### config.mk
export PLATFORM = sky130hd
export DESIGN_NAME = apb_master_flat
export DESIGN_NICKNAME = d
export VERILOG_FILES = /design/src/rtl/apb_master_if.sv /design/src/rtl/apb_master.sv /design/src/flat_wrapper.sv
export SDC_FILE = /design/constraint.sdc
export NUM_CORES = 1
export LEC_CHECK = 0
export ABC_CLOCK_PERIOD_IN_PS = 3300
export BUFFER_PORTS_ARGS = -buffer_cell sky130_fd_sc_hd__buf_2
export CAP_MARGIN = 20
export CORE_MARGIN = 3
export CORE_UTILIZATION = 40
export DETAILED_ROUTE_END_ITERATION = 10
export GPL_TIMING_DRIVEN = 0
export PLACE_DENSITY_LB_ADDON = 0.3
export SKIP_CTS_REPAIR_TIMING = 1
export SYNTH_ARGS = -nofsm -noshare
export SYNTH_HDL_FRONTEND = slang
export SYNTH_SLANG_ARGS = --single-unit
### constraint.sdc
create_clock -name pclk_i -period 3.3 [get_ports pclk_i]
set_input_delay 0.66 -clock pclk_i [delete_from_list [all_inputs] [get_ports pclk_i]]
set_output_delay 0.66 -clock pclk_i [all_outputs]
set_load 0.02 [all_outputs]
### src/rtl/apb_master_if.sv
// Command/response and APB3 bus bundle for apb_master.
// The master modport is the initiator's view; slave is the bench/host view.
interface apb_master_if #(
    parameter int ADDR_WIDTH = 32,
    parameter int DATA_WIDTH = 32
);
    logic                  cmd_valid;
    logic                  cmd_ready;
    logic                  cmd_write;
    logic [ADDR_WIDTH-1:0] cmd_addr;
    logic [DATA_WIDTH-1:0] cmd_wdata;
    logic                  rsp_valid;
    logic [DATA_WIDTH-1:0] rsp_rdata;
    logic                  rsp_error;
    logic                  rsp_timeout;
    logic                  pselx;
    logic                  penable;
    logic                  pwrite;
    logic [ADDR_WIDTH-1:0] paddr;
    logic [DATA_WIDTH-1:0] pwdata;
    logic [DATA_WIDTH-1:0] prdata;
    logic                  pready;
    logic                  pslverr;

    modport master (
        input  cmd_valid, cmd_write, cmd_addr, cmd_wdata, prdata, pready, pslverr,
        output cmd_ready, rsp_valid, rsp_rdata, rsp_error, rsp_timeout,
               pselx, penable, pwrite, paddr, pwdata
    );

    modport slave (
        output cmd_valid, cmd_write, cmd_addr, cmd_wdata, prdata, pready, pslverr,
        input  cmd_ready, rsp_valid, rsp_rdata, rsp_error, rsp_timeout,
               pselx, penable, pwrite, paddr, pwdata
    );
endinterface

### src/rtl/apb_master.sv
// APB3 initiator: one command in flight, all APB and response outputs registered.
// Optional ACCESS-phase watchdog enabled by defining APB_MASTER_TIMEOUT_EN.
module apb_master #(
    parameter int ADDR_WIDTH     = 32,
    parameter int DATA_WIDTH     = 32,
    parameter int TIMEOUT_CYCLES = 16
) (
    input  logic            pclk_i,
    input  logic            preset_i,
    apb_master_if.master    apb
);
    typedef enum logic [1:0] {
        ST_IDLE   = 2'd0,
        ST_SETUP  = 2'd1,
        ST_ACCESS = 2'd2,
        ST_RESP   = 2'd3
    } state_e;

    if (TIMEOUT_CYCLES < 1) begin : g_bad_timeout
        $error("TIMEOUT_CYCLES must be at least 1");
    end

    state_e                state_q, state_d;
    logic                  cmd_ready_q, cmd_ready_d;
    logic                  psel_q, psel_d;
    logic                  penable_q, penable_d;
    logic                  pwrite_q, pwrite_d;
    logic [ADDR_WIDTH-1:0] paddr_q, paddr_d;
    logic [DATA_WIDTH-1:0] pwdata_q, pwdata_d;
    logic                  rsp_valid_q, rsp_valid_d;
    logic [DATA_WIDTH-1:0] rsp_rdata_q, rsp_rdata_d;
    logic                  rsp_error_q, rsp_error_d;
    logic                  rsp_timeout_q, rsp_timeout_d;

`ifdef APB_MASTER_TIMEOUT_EN
    localparam int               CNT_W    = $clog2(TIMEOUT_CYCLES + 1);
    localparam logic [CNT_W-1:0] CNT_LAST = CNT_W'(TIMEOUT_CYCLES - 1);
    logic [CNT_W-1:0] wait_cnt_q, wait_cnt_d;
    logic             timeout_s;
`endif

    // Next-state and registered-output computation for the transfer FSM
    always_comb begin
        state_d       = state_q;
        cmd_ready_d   = cmd_ready_q;
        psel_d        = psel_q;
        penable_d     = penable_q;
        pwrite_d      = pwrite_q;
        paddr_d       = paddr_q;
        pwdata_d      = pwdata_q;
        rsp_valid_d   = rsp_valid_q;
        rsp_rdata_d   = rsp_rdata_q;
        rsp_error_d   = rsp_error_q;
        rsp_timeout_d = rsp_timeout_q;
`ifdef APB_MASTER_TIMEOUT_EN
        wait_cnt_d    = wait_cnt_q;
        timeout_s     = (wait_cnt_q == CNT_LAST) && !apb.pready;
`endif
        case (state_q)
            ST_IDLE: begin
                if (apb.cmd_valid && cmd_ready_q) begin
                    pwrite_d    = apb.cmd_write;
                    paddr_d     = apb.cmd_addr;
                    pwdata_d    = apb.cmd_wdata;
                    psel_d      = 1'b1;
                    cmd_ready_d = 1'b0;
                    state_d     = ST_SETUP;
`ifdef APB_MASTER_TIMEOUT_EN
                    wait_cnt_d  = {CNT_W{1'b0}};
`endif
                end else begin
                    state_d = ST_IDLE;
                end
            end
            ST_SETUP: begin
                penable_d = 1'b1;
                state_d   = ST_ACCESS;
            end
            ST_ACCESS: begin
                // PREADY on the watchdog's last edge still counts as a normal completion
                if (apb.pready) begin
                    rsp_rdata_d   = pwrite_q ? {DATA_WIDTH{1'b0}} : apb.prdata;
                    rsp_error_d   = apb.pslverr;
                    rsp_timeout_d = 1'b0;
                    rsp_valid_d   = 1'b1;
                    psel_d        = 1'b0;
                    penable_d     = 1'b0;
                    state_d       = ST_RESP;
                end
`ifdef APB_MASTER_TIMEOUT_EN
                else if (timeout_s) begin
                    rsp_rdata_d   = {DATA_WIDTH{1'b0}};
                    rsp_error_d   = 1'b1;
                    rsp_timeout_d = 1'b1;
                    rsp_valid_d   = 1'b1;
                    psel_d        = 1'b0;
                    penable_d     = 1'b0;
                    state_d       = ST_RESP;
                end else begin
                    wait_cnt_d = wait_cnt_q + CNT_W'(1);
                end
`else
                else begin
                    state_d = ST_ACCESS;
                end
`endif
            end
            ST_RESP: begin
                rsp_valid_d = 1'b0;
                cmd_ready_d = 1'b1;
                state_d     = ST_IDLE;
            end
            default: begin
                state_d     = ST_IDLE;
                cmd_ready_d = 1'b1;
                psel_d      = 1'b0;
                penable_d   = 1'b0;
                rsp_valid_d = 1'b0;
            end
        endcase
    end

    // State and output registers with asynchronous reset
    always_ff @(posedge pclk_i or posedge preset_i) begin
        if (preset_i) begin
            state_q       <= ST_IDLE;
            cmd_ready_q   <= 1'b1;
            psel_q        <= 1'b0;
            penable_q     <= 1'b0;
            pwrite_q      <= 1'b0;
            paddr_q       <= {ADDR_WIDTH{1'b0}};
            pwdata_q      <= {DATA_WIDTH{1'b0}};
            rsp_valid_q   <= 1'b0;
            rsp_rdata_q   <= {DATA_WIDTH{1'b0}};
            rsp_error_q   <= 1'b0;
            rsp_timeout_q <= 1'b0;
`ifdef APB_MASTER_TIMEOUT_EN
            wait_cnt_q    <= {CNT_W{1'b0}};
`endif
        end else begin
            state_q       <= state_d;
            cmd_ready_q   <= cmd_ready_d;
            psel_q        <= psel_d;
            penable_q     <= penable_d;
            pwrite_q      <= pwrite_d;
            paddr_q       <= paddr_d;
            pwdata_q      <= pwdata_d;
            rsp_valid_q   <= rsp_valid_d;
            rsp_rdata_q   <= rsp_rdata_d;
            rsp_error_q   <= rsp_error_d;
            rsp_timeout_q <= rsp_timeout_d;
`ifdef APB_MASTER_TIMEOUT_EN
            wait_cnt_q    <= wait_cnt_d;
`endif
        end
    end

    assign apb.cmd_ready   = cmd_ready_q;
    assign apb.pselx       = psel_q;
    assign apb.penable     = penable_q;
    assign apb.pwrite      = pwrite_q;
    assign apb.paddr       = paddr_q;
    assign apb.pwdata      = pwdata_q;
    assign apb.rsp_valid   = rsp_valid_q;
    assign apb.rsp_rdata   = rsp_rdata_q;
    assign apb.rsp_error   = rsp_error_q;
    assign apb.rsp_timeout = rsp_timeout_q;
endmodule
### src/flat_wrapper.sv
// flat-port wrapper written by rule: the top's interface ports become plain ports
module apb_master_flat 
#(
    parameter int ADDR_WIDTH     = 32,
    parameter int DATA_WIDTH     = 32,
    parameter int TIMEOUT_CYCLES = 16
)
  (pclk_i, preset_i, apb_cmd_valid, apb_cmd_write, apb_cmd_addr, apb_cmd_wdata, apb_prdata, apb_pready, apb_pslverr, apb_cmd_ready, apb_rsp_valid, apb_rsp_rdata, apb_rsp_error, apb_rsp_timeout, apb_pselx, apb_penable, apb_pwrite, apb_paddr, apb_pwdata);
  apb_master_if #(.ADDR_WIDTH(ADDR_WIDTH), .DATA_WIDTH(DATA_WIDTH)) apb_i ();
  input  logic pclk_i;
  input  logic preset_i;
  input wire logic [$bits(apb_i.cmd_valid)-1:0] apb_cmd_valid;
  input wire logic [$bits(apb_i.cmd_write)-1:0] apb_cmd_write;
  input wire logic [$bits(apb_i.cmd_addr)-1:0] apb_cmd_addr;
  input wire logic [$bits(apb_i.cmd_wdata)-1:0] apb_cmd_wdata;
  input wire logic [$bits(apb_i.prdata)-1:0] apb_prdata;
  input wire logic [$bits(apb_i.pready)-1:0] apb_pready;
  input wire logic [$bits(apb_i.pslverr)-1:0] apb_pslverr;
  output wire logic [$bits(apb_i.cmd_ready)-1:0] apb_cmd_ready;
  output wire logic [$bits(apb_i.rsp_valid)-1:0] apb_rsp_valid;
  output wire logic [$bits(apb_i.rsp_rdata)-1:0] apb_rsp_rdata;
  output wire logic [$bits(apb_i.rsp_error)-1:0] apb_rsp_error;
  output wire logic [$bits(apb_i.rsp_timeout)-1:0] apb_rsp_timeout;
  output wire logic [$bits(apb_i.pselx)-1:0] apb_pselx;
  output wire logic [$bits(apb_i.penable)-1:0] apb_penable;
  output wire logic [$bits(apb_i.pwrite)-1:0] apb_pwrite;
  output wire logic [$bits(apb_i.paddr)-1:0] apb_paddr;
  output wire logic [$bits(apb_i.pwdata)-1:0] apb_pwdata;
  assign apb_i.cmd_valid = apb_cmd_valid;
  assign apb_i.cmd_write = apb_cmd_write;
  assign apb_i.cmd_addr = apb_cmd_addr;
  assign apb_i.cmd_wdata = apb_cmd_wdata;
  assign apb_i.prdata = apb_prdata;
  assign apb_i.pready = apb_pready;
  assign apb_i.pslverr = apb_pslverr;
  assign apb_cmd_ready = apb_i.cmd_ready;
  assign apb_rsp_valid = apb_i.rsp_valid;
  assign apb_rsp_rdata = apb_i.rsp_rdata;
  assign apb_rsp_error = apb_i.rsp_error;
  assign apb_rsp_timeout = apb_i.rsp_timeout;
  assign apb_pselx = apb_i.pselx;
  assign apb_penable = apb_i.penable;
  assign apb_pwrite = apb_i.pwrite;
  assign apb_paddr = apb_i.paddr;
  assign apb_pwdata = apb_i.pwdata;
  apb_master #(.ADDR_WIDTH(ADDR_WIDTH), .DATA_WIDTH(DATA_WIDTH), .TIMEOUT_CYCLES(TIMEOUT_CYCLES)) u_core (.pclk_i(pclk_i), .preset_i(preset_i), .apb(apb_i));
endmodule
==> impl_metrics.csv, run 1 <==
group,metric,value,unit
yosys,yosysMostFrequentCell,"dfrtp_1",
timing,hold_violations,0,
clock_tree,h-tree-depth,3,
floorplanning,die-width,109,µm
layout,drive_above_1_share,0.567,
timing,fmax,551,MHz
detailed_routing,drc,0,
outcome,status,"completed",
placed_design,placed_area,0.00547,mm²
power,p_seq_frac,0.390,
floorplanning,coreArea,0.0100,mm²
yosys,synth_area_per_cell,13.7,µm²
yosys,synth_edf_count,0,
power,p_total,5710,µW
global_routing,grt_overflow_total,0,
setup_path,critPathCaptureType,"output port",
layout,fillCellCount,836,
timing,rsz0062_at_grt,"false",
placed_design,hpwl,7710,µm
global_routing,grt_pass1_wl,15500,µm
setup_path,startpoint,"u_core.apb.cmd_ready",
floorplanning,ios,205,
global_routing,grt_max_degree,40,
yosys,ys_seq_area_frac,0.613,
setup_path,cp_num_buf_inv,1,
detailed_routing,routed_wl,10200,µm
setup_path,worstSetupPathType,"reg -> out",
global_routing,grt_pass1_vias,3142,
power,power_density,1000,mW/mm²
detailed_routing,wl_per_cell,15.3,µm
timing,min_period_over_period,0.550,
timing,finalClockSkew,0.0130,ns
yosys,synth_fp_nets,416,
layout,nets,632,
yosys,netlist_area,0.00425,mm²
yosys,synthCells,310,
placed_design,finalWeightedCongestion,0.685,
power,cellInternalPower,3450,µW
placed_design,pre_cts_slack,1.58,ns
detailed_routing,met2_length,5140,µm
yosys,synth_ff_type,"dfrtp_1",
detailed_routing,drt_iter0_drc,102,
timing,min_period,1.82,ns
power,switching_share,0.397,
yosys,yosysTopAreaCell,"dfrtp_1",
detailed_routing,drt-pass1-iter-count,5,
detailed_routing,wl_met3,817,µm
floorplanning,start_util,0.423,
setup_path,path_delay_family,"flip-flops",
setup_path,crit_fanout,5,
clock_tree,worstSkewPairLatency,0.38,ns
power,p_switching,2270,µW
power,peakVddDrop,0.492,mV
floorplanning,die_h,109,µm
setup_path,r2r-start,"u_core.state_q[0]",
run,cap_viol_max_count,0,
detailed_routing,wl_met1,4030,µm
placed_design,port_buffers,203,
timing,slew_violations,0,
power,p_leak,0.00309,µW
layout,fin_area,0.00569,mm²
setup_path,crit_cells,1,
floorplanning,rows,36,
detailed_routing,top_layer_used,"met4",
yosys,synth_warnings,0,
detailed_routing,postRouteAntennaNets,0,
power,clkPwrFrac,0.150,
clock_tree,clkTransAtPathRegs,0.10,ns
yosys,synthAdderAreaFrac,0.0118,
setup_path,worstRegToRegCells,6,
setup_path,worstReg2RegEnd,"u_core.apb.pwdata[0]",
setup_path,r2r_setup_slack,1.66,ns
setup_path,max_stage_delay,0.59,ns
timing,tightest_slew,0.729,ns
yosys,synth.top_cell.area_share,0.607,
power,power_frac_comb,0.460,
layout,diodes,0,
yosys,synth-compound-area-share,0.0475,
yosys,yosys-top-cells-area,"dfrtp_1 61%, mux2_4 14%, mux2_2 7.2%",
min_path,min_path_type,"in -> async",
yosys,synth-simple-area-share,0.0843,
global_routing,grt_antenna_before_repair,0,
timing,setup_viol,0,
timing,timing.slew.headroom,0.513,
detailed_routing,num_vias,3066,
yosys,synth_async_sr_flop_share,1.00,
clock_tree,cts.sinks,104,
floorplanning,dieArea,0.0119,mm²
setup_path,cpMaxStageDelayCell,"dfstp_2",
layout,area_growth,34.0,%
yosys,ys_ff_latch,104,
setup_path,path_cells,"buf_2",
setup_path,worst_ep_arrival_time,1.16,ns
clock_tree,tritoncts,"yes",
setup_path,crit_path_start_kind,"register",
clock_tree,cts_made_buffers,9,
yosys,yosys-mux-area-fraction,0.210,
setup_path,cp.required,2.64,ns
yosys,synth_cell_types,20,
yosys,synth_xor_area_frac,0,
clock_tree,cts_buffer_depth,2,
yosys,netlist_top_cells_count,"103 x dfrtp_1, 39 x mux2_4, 36 x nand2_1, 34 x o21ai_0, 32 x nand2b_1",
detailed_routing,via_per_inst,4.62,
timing,fin_tns_setup,0,ns
clock_tree,cts_root_buffer,"clkbuf_8",
yosys,synth_top_family_by_area,"multiplexers",
global_routing,grt_usage,0.171,
timing,fin_ws,1.48,ns
## worst max-delay path by stage
stage	slack, ns	to
3_5_place_dp	1.58	u_core.apb.rsp_rdata[7]
2_1_floorplan	1.40	u_core.apb.paddr[0]
4_1_cts	1.45	apb_cmd_ready
3_3_place_gp	0.74	u_core.apb.paddr[9]
6_report	1.48	apb_cmd_ready
5_1_grt	1.42	apb_cmd_ready
## power groups by stage
stage	Sequential (µW)	Clock (µW)	Combinational, µW
floorplan	3000	0	952
global placement	2210	0	2620
detailed placement	2250	0	2660
CTS	2230	889	2680
global route	2310	945	2840
finish	2230	858	2630
## cells in the final DEF, fill, tap and decap left out, types with 5 or more instances in the layout
| master | count |
|---|---|
| o21ai_0 | 34 |
| buf_6 | 5 |
| clkbuf_8 | 13 |
| mux2_4 | 39 |
| buf_2 | 209 |
| nand2_1 | 36 |
| nand2b_1 | 32 |
| dfrtp_1 | 103 |
| clkbuf_1 | 7 |
| mux2_2 | 27 |
| inv_1 | 5 |
## cell families (layout without fill, tap and decap cells)
kind of cell / count (synthesis) / count (layout)
fa+ha+maj: 4 / 4
mux: 66 / 66
simple gates: 72 / 72
flops: 104 / 104
compound gates: 39 / 39
other cells: 1 / 1
buf+inv: 24 / 245
## per-layer routing
metal | up-vias | GRT usage
met5 | - | 0
met4 | 0 | 0.0712
met3 | 13 | 0.0592
met2 | 117 | 0.293
met1 | 1473 | 0.195
li1 | 1463 | -
## cell type report
class	instances	area, µm²	area share
Buffer	18	116	0.0205
Clock buffer	14	183	0.0321
Clock inverter	2	35.0	0.00616
Inverter	6	26.3	0.00462
Multi-Input combinational cell	182	1500	0.264
Sequential cell	104	2600	0.458
Tap cell	133	166	0.0293
Timing Repair Buffer	205	1060	0.186
## sequential cells by signal (all words and copies together) (netlist names)
name                  cells
u_core.state_q            2
u_core.apb.pselx          1
u_core.apb.pwdata        32
u_core.apb.rsp_valid      1
u_core.apb.paddr         32
u_core.apb.pwrite         1
u_core.apb.penable        1
u_core.apb.rsp_error      1
u_core.apb.cmd_ready      1
u_core.apb.rsp_rdata     32
## stage by stage
step	util	instances	hold WS, ns
global route	0.566	664	0.408
detailed placement	0.545	648	0.467
CTS	0.566	664	0.380
global placement	0.541	646	0.461
floorplan	-	310	0.538
finish	0.566	664	0.396
(Power assumes the default switching activity.)
==> inputs of run 2 (changes only) <==
ABC_AREA = 1   (was not set)
ABC_CLOCK_PERIOD_IN_PS = 1700   (was 3300)
clock period = 1.7 ns   (was 3.3 ns; I/O delays follow)
==> run 2 against run 1 <==
Effect of this change: sequential share of layout area is 0.68 points higher; via count is 26% higher; flip-flop and latch count stayed put; non-clock buffer count is 14 higher; clock-buffer cell count is 3 lower; clock skew is 0.0078 ns lower; global-route usage is 2.2 points higher; critical endpoint is now u_core.apb.paddr[27].
==> impl_metrics.csv, run 2 <==
group,metric,value,unit
setup_path,worstSetupPathType,"reg -> reg",
layout,utilization,0.561,
yosys,netlist_top_cells_count,"209 x nand2_1, 103 x dfrtp_1, 66 x nand3_1, 34 x o21ai_0, 11 x buf_2",
floorplanning,coreArea,0.0100,mm²
clock_tree,worstSkewPairLatency,0.36,ns
yosys,yosys-top-cells-area,"dfrtp_1 61%, nand2_1 19%, nand3_1 7.9%",
layout,final_common_cell,"buf_2",
setup_path,cp.required,1.95,ns
min_path,min_path_type,"in -> async",
timing,rsz0062_at_grt,"false",
clock_tree,h-tree-depth,3,
clock_tree,cts_buffer_depth,2,
yosys,synth_xor_area_frac,0,
clock_tree,tritoncts,"yes",
yosys,synth_area_per_cell,9.06,µm²
yosys,synth-simple-area-share,0.269,
setup_path,worst_ep_arrival_time,1.78,ns
detailed_routing,drt-pass1-iter-count,6,
floorplanning,rows,36,
yosys,synth.top_cell.area_share,0.613,
timing,fin_tns_setup,0,ns
power,peakVddDrop,0.383,mV
timing,hold_violations,0,
layout,finalNonFillerCells,817,
setup_path,cp_common_cell,"nand2_1",
layout,nets,786,
power,p_total,4100,µW
timing,fmax,654,MHz
global_routing,grt_antenna_before_repair,1,
detailed_routing,routed_wl,11300,µm
global_routing,grt_pass1_wl,17700,µm
layout,final_cell_mix,"213 x buf_2, 209 x nand2_1, 103 x dfrtp_1, 66 x nand3_1, 34 x o21ai_0",
layout,fillCellCount,936,
global_routing,grt_max_degree,42,
yosys,synth_top_family_by_area,"simple AND/OR/NAND/NOR gates",
yosys,ys_seq_area_frac,0.620,
yosys,synthCells,464,
timing,min_period_over_period,0.900,
placed_design,placed_area,0.00543,mm²
detailed_routing,num_vias,3854,
timing,setup_viol,0,
power,p_leak,0.00351,µW
outcome,status,"completed",
detailed_routing,drt_iter0_drc,313,
yosys,synth_fp_nets,570,
placed_design,dp_cells,802,
yosys,synthAdderAreaFrac,0.0119,
setup_path,max_stage_delay,0.42,ns
setup_path,critPathCaptureType,"register",
global_routing,grt_overflow_total,0,
clock_tree,clkTransAtPathRegs,0.09,ns
layout,diodes,0,
timing,tightest_slew,0.752,ns
timing,min_period,1.53,ns
power,power_density,731,mW/mm²
placed_design,hpwl,8730,µm
placed_design,port_buffers,203,
floorplanning,die-width,109,µm
clock_tree,cts_root_buffer,"clkbuf_8",
floorplanning,die_h,109,µm
global_routing,grt_pass1_vias,3739,
setup_path,crit_path_start_kind,"register",
floorplanning,ios,205,
detailed_routing,postRouteAntennaNets,0,
layout,fin_area,0.00561,mm²
yosys,synth_ff_type,"dfrtp_1",
floorplanning,dieArea,0.0118,mm²
layout,area_growth,33.4,%
timing,timing.slew.headroom,0.498,
yosys,yosys-mux-area-fraction,0,
setup_path,path_cells,"inv_1, ha_1, nand2_1, inv_2, nand2_2, buf_6, buf_6, nand2_1, nand2_1",
detailed_routing,via_per_inst,4.72,
floorplanning,start_util,0.420,
yosys,yosysTopAreaCell,"dfrtp_1",
timing,finalClockSkew,0.00522,ns
yosys,synth_cell_types,17,
layout,drive_above_1_share,0.364,
detailed_routing,wl_per_cell,13.9,µm
setup_path,path_delay_family,"buffers and inverters",
setup_path,crit_fanout,10,
yosys,synth_warnings,0,
global_routing,grt_usage,0.193,
detailed_routing,drc,0,
timing,slew_violations,0,
run,cap_viol_max_count,0,
setup_path,cpMaxStageDelayCell,"dfrtp_1",
clock_tree,cts_made_buffers,9,
yosys,netlist_area,0.00420,mm²
setup_path,cp_num_buf_inv,4,
yosys,synth-compound-area-share,0.0417,
yosys,synth_async_sr_flop_share,1.00,
yosys,ys_ff_latch,104,
yosys,yosysMostFrequentCell,"nand2_1",
clock_tree,cts.sinks,104,
placed_design,finalWeightedCongestion,0.783,
yosys,synth_edf_count,0,
==> run 2: area by class of cell <==
cell class / instances / area (µm²) / share of cell area
Timing Repair Buffer: 205 / 1060 / 0.188
Buffer: 32 / 206 / 0.0368
Clock buffer: 11 / 151 / 0.0270
Multi-Input combinational cell: 318 / 1360 / 0.243
Sequential cell: 104 / 2600 / 0.465
Inverter: 10 / 41.3 / 0.00737
Tap cell: 133 / 166 / 0.0297
Clock inverter: 4 / 20.0 / 0.00357
==> run 2: through the flow <==
stage	hold slack [ns]	worst slack (ns)
6_report	0.0996	0.170
5_1_grt	0.140	0.0158
4_1_cts	0.104	0.0605
3_5_place_dp	0.454	0.102
3_3_place_gp	0.449	-0.539
2_1_floorplan	0.450	0.115
==> run 2: path summary, 6_finish.rpt <==
path                                      start               endpoint  slack, ns  cells after the start
setup / recovery              u_core.state_q[0]   u_core.apb.paddr[27]       0.17                      9
hold / removal                         preset_i  u_core.apb.pwdata[15]        0.1                      2
setup reg to reg              u_core.state_q[0]   u_core.apb.paddr[27]       0.17                      9
hold reg to reg            u_core.apb.pwdata[1]   u_core.apb.pwdata[1]       0.47                      2
max in group asynchronous              preset_i   u_core.apb.cmd_ready       0.94                      3
min in group pclk_i                 apb_pslverr   u_core.apb.rsp_error       0.18                      3
==> run 2: per-layer routing <==
| metal | vias up | wire [µm] | global-route usage |
|---|---|---|---|
| met1 | 1791 | 4790 | 0.246 |
| met4 | 2 | 189 | 0.0703 |
| met5 | - | 13 | 0 |
| li1 | 1897 | - | - |
| met3 | 17 | 846 | 0.0436 |
| met2 | 147 | 5480 | 0.323 |
==> run 2: worst reg2reg max path, stage by stage, from the launching register on <==
cell,delay (ns)
dfrtp_1,0.42
inv_1,0.10
ha_1,0.22
nand2_1,0.10
inv_2,0.09
nand2_2,0.07
buf_6,0.15
buf_6,0.15
nand2_1,0.06
nand2_1,0.06
==> run 2: logic make-up after synthesis <==
logic type / after synthesis
AOI/OAI and AO/OA: 35
adders and majority gates: 4
buffers and inverters: 42
DFF: 104
other: 1
and+or+nand+nor: 278
==> run 2: power by group <==
| part | switching [µW] | internal (µW) | total [µW] |
|---|---|---|---|
| sequential | 0 | 2470 | 2470 |
| combinational | 123 | 114 | 237 |
| clock | 795 | 596 | 1390 |
==> inputs of run 3 (changes only) <==
ABC_AREA = not set   (was 1)
==> run 3 against run 2 <==
Effect of this change: clock skew grew 0.0078 ns; maximum frequency shrank 4.0%; utilization is 0.66 points higher; hold slack worse by 0.025 ns; combinational power grew to 22 times the previous value; non-clock buffer count fell by 14; register-to-register slack lost 0.06 ns; global-route usage down 2.2 points; via count shrank 21%; final area rose by 1.6%.
==> impl_metrics.csv, run 3 (synthesis results as in run 1) <==
group,metric,value,unit
outcome,status,"completed",
detailed_routing,wl_per_cell,15.3,µm
power,power_density,1950,mW/mm²
detailed_routing,drt_iter0_drc,109,
global_routing,grt_antenna_before_repair,0,
run,cap_viol_max_count,0,
layout,final_cell_mix,"208 x buf_2, 103 x dfrtp_1, 39 x mux2_4, 36 x nand2_1, 34 x o21ai_0",
detailed_routing,drc,0,
floorplanning,start_util,0.423,
detailed_routing,routed_wl,10200,µm
setup_path,critPathCaptureType,"register",
timing,min_period_over_period,0.938,
setup_path,cp.required,1.96,ns
global_routing,grt_pass1_wl,15500,µm
layout,drive_above_1_share,0.571,
detailed_routing,via_per_inst,4.61,
timing,min_period,1.59,ns
clock_tree,worstSkewPairLatency,0.38,ns
placed_design,finalWeightedCongestion,0.685,
detailed_routing,postRouteAntennaNets,0,
layout,fillCellCount,835,
timing,slew_violations,0,
timing,timing.slew.headroom,0.514,
layout,nets,632,
clock_tree,cts_buffer_depth,2,
timing,fmax,627,MHz
clock_tree,cts_made_buffers,9,
setup_path,crit_fanout,10,
layout,area_growth,34.2,%
timing,tightest_slew,0.728,ns
clock_tree,h-tree-depth,3,
clock_tree,clkTransAtPathRegs,0.09,ns
layout,multi_input_area,0.00151,mm²
floorplanning,coreArea,0.0100,mm²
floorplanning,rows,36,
clock_tree,tritoncts,"yes",
min_path,min_path_type,"in -> async",
global_routing,grt_usage,0.171,
global_routing,grt_pass1_vias,3142,
timing,fin_ws,0.106,ns
layout,diodes,0,
power,p_leak,0.00309,µW
clock_tree,cts_root_buffer,"clkbuf_8",
timing,hold_violations,0,
placed_design,dp_cells,648,
layout,final_common_cell,"buf_2",
timing,finalClockSkew,0.0130,ns
placed_design,pre_cts_slack,0.0510,ns
floorplanning,dieArea,0.0119,mm²
placed_design,port_buffers,203,
placed_design,hpwl,7710,µm
floorplanning,die_h,109,µm
floorplanning,die-width,109,µm
setup_path,worstSetupPathType,"reg -> reg",
timing,fin_tns_setup,0,ns
timing,rsz0062_at_grt,"false",
clock_tree,cts.sinks,104,
floorplanning,ios,205,
power,p_total,11100,µW
layout,utilization,0.567,
detailed_routing,num_vias,3061,
setup_path,worst_ep_arrival_time,1.85,ns
setup_path,crit_path_start_kind,"register",
detailed_routing,drt-pass1-iter-count,4,
layout,register_area,0.00260,mm²
timing,setup_viol,0,
global_routing,grt_max_degree,40,
global_routing,grt_overflow_total,0,
power,peakVddDrop,0.956,mV
layout,finalNonFillerCells,664,
run 3: final timing paths:
check / start / to / slack [ns] / cells after the start
worst max-delay path: u_core.state_q[1] / u_core.apb.pwdata[0] / 0.11 / 6
worst max register to register: u_core.state_q[1] / u_core.apb.pwdata[0] / 0.11 / 6
max in group asynchronous: preset_i / u_core.apb.cmd_ready / 0.97 / 3
worst min-delay path: preset_i / u_core.apb.pwdata[4] / 0.08 / 2
min in group pclk_i: apb_cmd_addr[29] / u_core.apb.paddr[29] / 0.19 / 2
worst min register to register: u_core.apb.rsp_rdata[24] / u_core.apb.rsp_rdata[24] / 0.48 / 2
run 3: critical path, stage by stage, from the launching register on:
cell and delay [ns]:
dfrtp_1 0.41, inv_1 0.09, ha_2 0.23, nand3_2 0.11, buf_6 0.17, buf_6 0.16, mux2_4 0.31
run 3: per-layer routing:
layer | part of all wire | global-route usage | up-vias
met3 | 0.080 | 0.0592 | 13
met5 | 0 | 0 | -
met1 | 0.40 | 0.195 | 1468
li1 | - | - | 1463
met2 | 0.50 | 0.293 | 117
met4 | 0.020 | 0.0712 | 0
run 3: where the power goes:
group | total, µW | internal, µW | switching (µW)
registers | 4320 | 3680 | 640
clock network | 1670 | 841 | 824
logic | 5120 | 2180 | 2940
total | 11100 | 6710 | 4400
run 3: metrics by stage:
stage               area, µm²  hold slack (ns)
global placement         5430            0.461
detailed placement       5470            0.467
floorplan                4250            0.449
global route             5700           0.0884
CTS                      5690           0.0597
finish                   5700           0.0750
run 3: cell type report:
| type | count | area share |
|---|---|---|
| Multi-Input combinational cell | 182 | 0.265 |
| Timing Repair Buffer | 205 | 0.185 |
| Clock inverter | 2 | 0.00615 |
| Inverter | 6 | 0.00461 |
| Sequential cell | 104 | 0.457 |
| Clock buffer | 14 | 0.0321 |
| Tap cell | 133 | 0.0292 |
| Buffer | 18 | 0.0209 |
